### config.mk
export PLATFORM = sky130hd
export DESIGN_NAME = rc4_seq_ctrl
export DESIGN_NICKNAME = d
export VERILOG_FILES = /design/src/rtl/rc4_pkg.sv /design/src/rtl/rc4_xor_stage.sv /design/src/rtl/rc4_seq_ctrl.sv
export SDC_FILE = /design/constraint.sdc
export NUM_CORES = 1
export LEC_CHECK = 0
export CAP_MARGIN = 20
export CORE_MARGIN = 2
export CORE_UTILIZATION = 35
export CTS_BUF_LIST = sky130_fd_sc_hd__clkbuf_4
export CTS_CLUSTER_SIZE = 25
export DETAILED_ROUTE_END_ITERATION = 16
export PLACE_DENSITY = 0.6
export SETUP_SLACK_MARGIN = 0.15
export SLEW_MARGIN = 10
export SYNTH_ARGS = -nofsm -noshare
export SYNTH_HDL_FRONTEND = slang
export SYNTH_HIERARCHICAL = 1
export SYNTH_SLANG_ARGS = --single-unit
export TNS_END_PERCENT = 50
### constraint.sdc
create_clock -name clk -period 2.8 [get_ports clk]
set_input_delay 0.7 -clock clk [delete_from_list [all_inputs] [get_ports clk]]
set_output_delay 0.7 -clock clk [all_outputs]
set_load 0.1 [all_outputs]
### src/rtl/rc4_pkg.sv
// Shared definitions for the RC4 phase sequencer.
//   PH_*                 : phase codes driven onto NS towards key_gene
//   rc4_seq_state_t      : sequencer state encoding
//   KSA_TIMEOUT_DEFAULT  : default key-schedule watchdog length in cycles
//   phase_of()           : phase code that belongs to each sequencer state
package rc4_pkg;

  localparam logic [1:0] PH_INIT       = 2'b00;
  localparam logic [1:0] PH_KEY_GENE   = 2'b01;
  localparam logic [1:0] PH_EN_DE_CODE = 2'b10;

  localparam int KSA_TIMEOUT_DEFAULT = 512;

  typedef enum logic [2:0] {
    S_IDLE  = 3'd0,
    S_KSA   = 3'd1,
    S_COPY  = 3'd2,
    S_CRYPT = 3'd3,
    S_FLUSH = 3'd4,
    S_DONE  = 3'd5,
    S_ERR   = 3'd6
  } rc4_seq_state_t;

  // Idle, done and error all park key_gene in INIT so it clears j/count.
  function automatic logic [1:0] phase_of(input rc4_seq_state_t st);
    case (st)
      S_KSA, S_COPY:    phase_of = PH_KEY_GENE;
      S_CRYPT, S_FLUSH: phase_of = PH_EN_DE_CODE;
      default:          phase_of = PH_INIT;
    endcase
  endfunction

endpackage

### src/rtl/rc4_xor_stage.sv
// Output register of the crypt datapath: one dout byte plus its valid flag.
//   clk, rst   : clock, asynchronous active-high reset
//   load       : a byte is accepted this cycle (capture din ^ ks_byte)
//   din        : host byte
//   ks_byte    : current keystream byte
//   dout_ready : sink takes dout this cycle
//   dout       : registered din ^ ks_byte
//   dout_valid : dout holds an untaken byte
//   room       : register can take a new byte this cycle
module rc4_xor_stage (
  input  logic       clk,
  input  logic       rst,
  input  logic       load,
  input  logic [7:0] din,
  input  logic [7:0] ks_byte,
  input  logic       dout_ready,
  output logic [7:0] dout,
  output logic       dout_valid,
  output logic       room
);

  logic [7:0] dout_r;
  logic       dout_valid_r;

  // A new byte overwrites the register even while the old one is being
  // taken, so a continuously ready sink sees one byte per cycle.
  always_ff @(posedge clk or posedge rst) begin
    if (rst) begin
      dout_r       <= 8'h00;
      dout_valid_r <= 1'b0;
    end else if (load) begin
      dout_r       <= din ^ ks_byte;
      dout_valid_r <= 1'b1;
    end else if (dout_ready) begin
      dout_valid_r <= 1'b0;
    end else begin
      dout_valid_r <= dout_valid_r;
    end
  end

  assign room       = !dout_valid_r || dout_ready;
  assign dout       = dout_r;
  assign dout_valid = dout_valid_r;

endmodule

### src/rtl/rc4_seq_ctrl.sv
// Phase sequencer for the RC4 core. Walks key_gene through key schedule,
// S-box copy and en/decode, streams the message through the XOR stage and
// reports completion or key-schedule timeout to the host.
//   clk, rst                : clock, asynchronous active-high reset
//   start, msg_len          : job request (taken only when idle) and length
//   busy, done, err_timeout : host status
//   NS                      : registered phase code to key_gene
//   data_rready             : key_gene key schedule finished
//   ks_valid, ks_byte       : keystream byte in; ks_next pulses once consumed
//   din, din_valid/ready    : host byte stream in
//   dout, dout_valid/ready  : XORed byte stream out
module rc4_seq_ctrl
  import rc4_pkg::*;
#(
  parameter int LEN_W       = 16,
  parameter int KSA_TIMEOUT = KSA_TIMEOUT_DEFAULT,
  parameter int COPY_CYCLES = 1
) (
  input  logic             clk,
  input  logic             rst,
  input  logic             start,
  input  logic [LEN_W-1:0] msg_len,
  output logic             busy,
  output logic             done,
  output logic             err_timeout,
  output logic [1:0]       NS,
  input  logic             data_rready,
  input  logic             ks_valid,
  input  logic [7:0]       ks_byte,
  output logic             ks_next,
  input  logic [7:0]       din,
  input  logic             din_valid,
  output logic             din_ready,
  output logic [7:0]       dout,
  output logic             dout_valid,
  input  logic             dout_ready
);

  localparam int TMR_W = $clog2(KSA_TIMEOUT) + 1;
  localparam int CPY_W = (COPY_CYCLES > 1) ? $clog2(COPY_CYCLES) : 1;

  localparam logic [TMR_W-1:0] TMR_ZERO = {TMR_W{1'b0}};
  localparam logic [TMR_W-1:0] TMR_ONE  = {{(TMR_W-1){1'b0}}, 1'b1};
  localparam logic [TMR_W-1:0] TMR_MAX  = {TMR_W{1'b1}};
  localparam logic [TMR_W-1:0] TMR_LAST = TMR_W'(KSA_TIMEOUT - 1);
  localparam logic [CPY_W-1:0] CPY_ZERO = {CPY_W{1'b0}};
  localparam logic [CPY_W-1:0] CPY_ONE  = {{(CPY_W-1){1'b0}}, 1'b1};
  localparam logic [CPY_W-1:0] CPY_LOAD = CPY_W'(COPY_CYCLES - 1);
  localparam logic [LEN_W-1:0] LEN_ZERO = {LEN_W{1'b0}};
  localparam logic [LEN_W-1:0] LEN_ONE  = {{(LEN_W-1){1'b0}}, 1'b1};

  rc4_seq_state_t state_r, state_s;

  logic [LEN_W-1:0] len_r;
  logic [LEN_W-1:0] byte_cnt_r;
  logic [LEN_W-1:0] byte_inc_s;
  logic [TMR_W-1:0] timer_r;
  logic [CPY_W-1:0] copy_r;
  logic [1:0]       ns_r;
  logic             busy_r;
  logic             done_r;
  logic             err_r;
  logic             ks_next_r;

  logic start_ok_s;
  logic din_ready_s;
  logic accept_s;
  logic last_byte_s;
  logic room_s;

  // Handshake terms: accept needs keystream, output room and bytes left.
  always_comb begin
    start_ok_s  = (state_r == S_IDLE) && start;
    din_ready_s = (state_r == S_CRYPT) && ks_valid && room_s &&
                  (byte_cnt_r != len_r);
    accept_s    = din_ready_s && din_valid;
    byte_inc_s  = byte_cnt_r + LEN_ONE;
    last_byte_s = accept_s && (byte_inc_s == len_r);
  end

  // Next-state logic. In S_KSA a completion seen on the timeout cycle wins.
  always_comb begin
    state_s = state_r;
    case (state_r)
      S_IDLE: begin
        if (start) state_s = S_KSA;
        else       state_s = S_IDLE;
      end
      S_KSA: begin
        if (data_rready)             state_s = S_COPY;
        else if (timer_r == TMR_LAST) state_s = S_ERR;
        else                         state_s = S_KSA;
      end
      S_COPY: begin
        if (copy_r != CPY_ZERO)   state_s = S_COPY;
        else if (len_r != LEN_ZERO) state_s = S_CRYPT;
        else                      state_s = S_DONE;
      end
      S_CRYPT: begin
        if (last_byte_s) state_s = S_FLUSH;
        else             state_s = S_CRYPT;
      end
      S_FLUSH: begin
        if (!dout_valid || dout_ready) state_s = S_DONE;
        else                           state_s = S_FLUSH;
      end
      S_DONE:  state_s = S_IDLE;
      S_ERR:   state_s = S_IDLE;
      default: state_s = S_IDLE;
    endcase
  end

  // State plus the status outputs, all derived from the next state so they
  // change on the same edge as the state itself.
  always_ff @(posedge clk or posedge rst) begin
    if (rst) begin
      state_r   <= S_IDLE;
      ns_r      <= PH_INIT;
      busy_r    <= 1'b0;
      done_r    <= 1'b0;
      ks_next_r <= 1'b0;
    end else begin
      state_r   <= state_s;
      ns_r      <= phase_of(state_s);
      busy_r    <= (state_s == S_KSA) || (state_s == S_COPY) ||
                   (state_s == S_CRYPT) || (state_s == S_FLUSH);
      done_r    <= (state_s == S_DONE);
      ks_next_r <= accept_s;
    end
  end

  // Sticky timeout flag, cleared only by the next accepted job.
  always_ff @(posedge clk or posedge rst) begin
    if (rst) begin
      err_r <= 1'b0;
    end else if (start_ok_s) begin
      err_r <= 1'b0;
    end else if (state_s == S_ERR) begin
      err_r <= 1'b1;
    end else begin
      err_r <= err_r;
    end
  end

  // Job length latch and byte counter; the counter stops at len_r.
  always_ff @(posedge clk or posedge rst) begin
    if (rst) begin
      len_r      <= LEN_ZERO;
      byte_cnt_r <= LEN_ZERO;
    end else if (start_ok_s) begin
      len_r      <= msg_len;
      byte_cnt_r <= LEN_ZERO;
    end else if (accept_s) begin
      len_r      <= len_r;
      byte_cnt_r <= byte_inc_s;
    end else begin
      len_r      <= len_r;
      byte_cnt_r <= byte_cnt_r;
    end
  end

  // Key-schedule watchdog; saturates so it can never wrap back to zero.
  always_ff @(posedge clk or posedge rst) begin
    if (rst) begin
      timer_r <= TMR_ZERO;
    end else if (start_ok_s) begin
      timer_r <= TMR_ZERO;
    end else if ((state_r == S_KSA) && (timer_r != TMR_MAX)) begin
      timer_r <= timer_r + TMR_ONE;
    end else begin
      timer_r <= timer_r;
    end
  end

  // Copy-phase down-counter, loaded as key_gene reports completion.
  always_ff @(posedge clk or posedge rst) begin
    if (rst) begin
      copy_r <= CPY_ZERO;
    end else if ((state_r == S_KSA) && data_rready) begin
      copy_r <= CPY_LOAD;
    end else if ((state_r == S_COPY) && (copy_r != CPY_ZERO)) begin
      copy_r <= copy_r - CPY_ONE;
    end else begin
      copy_r <= copy_r;
    end
  end

  rc4_xor_stage u_xor (
    .clk        (clk),
    .rst        (rst),
    .load       (accept_s),
    .din        (din),
    .ks_byte    (ks_byte),
    .dout_ready (dout_ready),
    .dout       (dout),
    .dout_valid (dout_valid),
    .room       (room_s)
  );

  assign din_ready   = din_ready_s;
  assign NS          = ns_r;
  assign busy        = busy_r;
  assign done        = done_r;
  assign err_timeout = err_r;
  assign ks_next     = ks_next_r;

endmodule

# Yosys cells after proc, flatten, opt, wreduce, memory -nomap -nowiden
# Index checks and enable logic that the tools add are counted.
# W data, S select, Z words.
totals:
  register_bits: 61
  input_bits: 39
  out_inout_bits: 16
  wordCells: 72
op_classes:
  add_sub_neg: 3
  n_eq_ne: 14
  muxes: 19
  bitwise_logic: 1
  n_reduce_logical: 23
ops:
  columns: ["op", "n"]
  rows:
  - ["$mux W16", 2]
  - ["$mux W10", 2]
  - ["$add A16 B1 Y16 const B", 1]
  - ["$eq A16 B16 Y1", 1]
  - ["$ne A16 B16 Y1", 1]
  - ["$reduce_bool A16 Y1", 1]
  - ["$mux W3", 5]
  - ["$pmux W3 S5", 1]
  - ["$eq A3 B2 Y1 const B", 4]
  - ["$eq A3 B3 Y1 const B", 4]
  - ["$add A10 B1 Y10 const B", 1]
  - ["$eq A10 B9 Y1 const B", 1]
  - ["$ne A10 B10 Y1 const B", 1]
  - ["$reduce_bool A2 Y1", 5]
  - ["$logic_and A1 B1 Y1", 9]
  - ["$mux W1", 8]
  - ["$xor A8 B8 Y8", 1]
  - ["$eq A3 B1 Y1 const B", 2]
  - ["$logic_or A1 B1 Y1", 4]
  - ["$pmux W2 S2", 1]
  - ["$reduce_or A2 Y1", 2]
  - ["$logic_not A3 Y1", 1]
  - ["$logic_not A1 Y1", 1]
  - ["$sub A1 B1 Y1 const B", 1]

# Logic depth before layout (Yosys ltp)
logic_depth:
  depth_word: 12
  ltp_mapped: 11
  mapped_depth_nobuf: 8

# Modules after synthesis
# The synthesis kept the hierarchy.
modules_own_cells:
  columns: ["module", "n_inst", "cells_per_inst", "area_per_inst_um2", "seq_area_each_um2"]
  rows:
  - ["rc4_seq_ctrl", 1, 298, 2932.8, 1301.2]
  - ["rc4_xor_stage", 1, 38, 425.4, 225.2]

# Worst setup path before layout
# No wires, ideal clock.
synth_timing:
  path_kind: "register -> output"
  from: "register u_xor.dout_valid_r (netlist: u_xor/dout_valid)"
  to: "output din_ready"
  t_arrival_ns: 1.950
  t_required_ns: 2.100
  slack_ns: 0.150
  path_stages_with_launch: 4
  n_path_buf: 0
  path_cell_list: "dfrtp_1 -> nand2b_1 -> and3_1 -> o31a_1"
synth_between:
  elab_chain_len: 4
synth_lines:
  columns: ["item", "line_no", "rtl"]
  rows:
  - ["from (decl)", "rc4_xor_stage.sv:23", "logic dout_valid_r;"]
  - ["from (signal assigned)", "rc4_xor_stage.sv:37", "dout_valid_r <= dout_valid_r;"]
  - ["$logic_not A1 Y1", "rc4_xor_stage.sv:41", "assign room = !dout_valid_r || dout_ready;"]
  - ["$logic_or A1 B1 Y1", "rc4_xor_stage.sv:41", null]
  - ["via room_s", "rc4_seq_ctrl.sv:69", "logic room_s;"]
  - ["$logic_and A1 B1 Y1 (2 in series)", "rc4_seq_ctrl.sv:74", "din_ready_s = (state_r == S_CRYPT) && ks_valid && room_s &&"]
  - ["to (decl)", "rc4_seq_ctrl.sv:33", "output logic din_ready,"]
# The timed path passes the listed nets, and every way through them passes these cells.

# Worst setup path after layout
layout_timing:
  from: "register state_r[2]"
  to: "output din_ready"
layout_between:
  elab_chain_len: 4
layout_lines:
  columns: ["item", "line_no", "rtl"]
  rows:
  - ["from (decl)", "rc4_seq_ctrl.sv:52", "rc4_seq_state_t state_r, state_s;"]
  - ["from (signal assigned)", "rc4_seq_ctrl.sv:123", "state_r <= state_s;"]
  - ["$eq A3 B2 Y1", "rc4_seq_ctrl.sv:74", null]
  - ["$logic_and A1 B1 Y1 (3 in series)", "rc4_seq_ctrl.sv:74", null]
# Every way passes these cells.

==> out/qor.yml <==
status: "complete, no violations"
initial_core_util_pct: 36.2
ctsHoldBuffers: 0
netlist_top_cells_count: "61 x dfrtp_1, 41 x nor2_1, 29 x xnor2_1"
setup_ws_ps: 167
worstMarginPinSlew_ps: 668
vdd_drop_max_v: 0.000684
ys_seq_elements: 61
setup_viol: 0
async_flop_share_pct: 100
syn_area_um2: 3360
postSynthAreaPerCell_um2: 9.99
pre_cts_ws_ps: 144
grt_use_total_pct: 15.9
netlist_top_cells_area: "dfrtp_1 45%, xnor2_1 7.6%, mux2_2 5.4%"
power_frac_comb_pct: 49.6
cts_root_buffer: "clkbuf_4"
tns_ps: 0
yosys.area.top_type: "dfrtp_1"
crit_arrival_ps: 1930
yosysWarningCount: 6
postSynthCellCount: 336
rsz0062_at_grt: "true"
die_area_um2: 10400
post-route-period-util_pct: 94.0
switching_share_pct: 46.9
layout.nets: 446
min_period_ps: 2630
final-max-slew-violation-count: 0
vias: 2663
clockBufferDepth: 2
die_w_um: 102
grt_start_max_net_pins: 53
crit_type: "flip-flop to output port"
clock_skew_ps: 17.2
p_per_area_nw_per_um2: 957
clock_power_share_pct: 15.2
drive_above_1_share_pct: 21.7
place_congestion: 0.834
synth_top_area_share_pct: 45.5
cts.sinks: 61
ys_types: 57
internal_power_mw: 2.17
power.switching_mw: 1.92
rows: 35
ys.flop_type: "dfrtp_1"
hpwlAfterDp_mm: 5.65
maxCapViolations: 0
finalHoldViolCount: 0
ios: 55
finalWirelength_mm: 7.78
finish.utilization_pct: 46.0
drc_errors: 0
start_kind: "flip-flop"
synth.most_common_cell: "dfrtp_1"
wl_per_cell_um: 14.4
synth_edf_count: 0
power_mw: 4.09
die_h_um: 102
place_inst: 517
drtAntennaViolNets: 0
place_area_um2: 4060
synth_seq_area_share_pct: 45.5
drt_iter0_drc: 156
first_pass_iters: 4
clkLatencyLatePin_ps: 410
syn-num-nets: 377
worstPathRequired_ps: 2100
grt_overflow_total: 0
hp-class: "flip-flop to flip-flop"
cp_max_fo: 8
p_leak_nw: 1.77
port_buffers: 54
cts_tree: "done"
fin_cells: 540
slew_headroom_pct: 55.5
grt_pass1_wl_mm: 12.7
hold_slack_ps: 540
core_um2: 9280
stdcell_area_um2: 4270
cts_made_buffers: 9
max_stage_delay_ps: 480
crit_slowest_cell: "dfrtp_2"
path_cells: "nand2b_1 > nor2_2 > and3_4 > o31a_1 > buf_12"
max_freq_ghz: 0.380
crit_path_end_kind: "output port"
antenna_found_initial: 1
cts_max_level: 3
clk_pin_slew_ps: 100
power_frac_seq_pct: 35.2
first_global_vias: 2545
syn2layout_area_growth_pct: 27.3
vias_per_cell: 4.93
[repair_timing]
action | 4_1_cts | 5_1_grt
gates resized for setup | 7 | 1
setup buffers | 3 | 3
pin swaps | 1 | 1
setup endpoints to repair | 1 | 5
[worst paths after layout]
kind	startpoint	endpoint	slack, ps	cells past startpoint
setup / recovery	state_r[2]	din_ready	170	5
hold / removal	err_timeout	err_timeout	540	2
setup reg to reg	byte_cnt_r[1]	NS[0]	230	8
hold reg to reg	err_timeout	err_timeout	540	2
max in group asynchronous	rst	byte_cnt_r[6]	1520	3
min in group asynchronous	rst	u_xor/dout[2]	590	2
[area by class of cell]
| cell class | instances | area (um2) |
|---|---|---|
| inverter | 10 | 37.5 |
| sequential | 61 | 1530 |
| clock inverter | 6 | 62.6 |
| timing repair buffer | 73 | 668 |
| tap | 129 | 161 |
| clock buffer | 10 | 75.1 |
| multi-input combinational | 250 | 1740 |
| antenna | 1 | 2.50 |
| fill | 906 | 5010 |
[layer usage]
layer | share of wire [%] | up-vias | GRT usage (%) | routed length [um]
met2 | 46 | 54 | 23.5 | 3600
met5 | 0 | - | 0 | 0
met4 | 2.4 | 0 | 8.62 | 184
met1 | 48 | 1275 | 22.4 | 3710
li1 | - | 1324 | - | -
met3 | 3.6 | 10 | 2.60 | 280
[worst max-delay path: cells and delay by family (launching register included)]
kind	cells	cell delay [ps]
compound gates	1	220
buf+inv	1	200
flops	1	480
simple gates	3	630
[power by group through the flow]
stage | logic, mW | registers [mW] | clock network [mW]
after detailed placement | 1.97 | 1.46 | 0
final | 2.03 | 1.44 | 0.621
after floorplan | 0.927 | 1.98 | 0
after global routing | 2.19 | 1.48 | 0.672
after CTS | 2.03 | 1.44 | 0.644
after global placement | 1.95 | 1.45 | 0
[sequential cells by signal, indices dropped and copies added, names as in the netlist]
name / count
NS: 2
busy: 1
byte_cnt_r: 16
copy_r: 1
done: 1
err_timeout: 1
ks_next: 1
len_r: 16
state_r: 3
timer_r: 10
u_xor/dout: 8
u_xor/dout_valid: 1
[placed cells by master, fill, tap and decap left out, types with 10 or more instances in the layout]
| master | count |
|---|---|
| a21oi_1 | 15 |
| buf_4 | 33 |
| clkbuf_4 | 10 |
| clkdlybuf4s50_1 | 38 |
| dfrtp_1 | 58 |
| mux2_2 | 16 |
| nand2_1 | 14 |
| nand3_1 | 15 |
| nor2_1 | 40 |
| nor3_1 | 12 |
| o21ai_0 | 10 |
| xnor2_1 | 27 |
| xor2_1 | 20 |
[kinds of logic (layout without fill, tap and decap cells)]
family / after synthesis / in the layout / share of synthesized area, %
adders and majority gates: 2 / 2 / 0.745
muxes: 19 / 19 / 6.26
and+or+nand+nor: 132 / 132 / 20.9
DFF: 61 / 61 / 45.5
AOI/OAI and AO/OA: 47 / 47 / 9.50
buffers and inverters: 25 / 99 / 3.91
xor gates and xnor gates: 50 / 50 / 13.3
other: 0 / 1 / 0
Note: power is estimated with default switching activity, not from simulation.
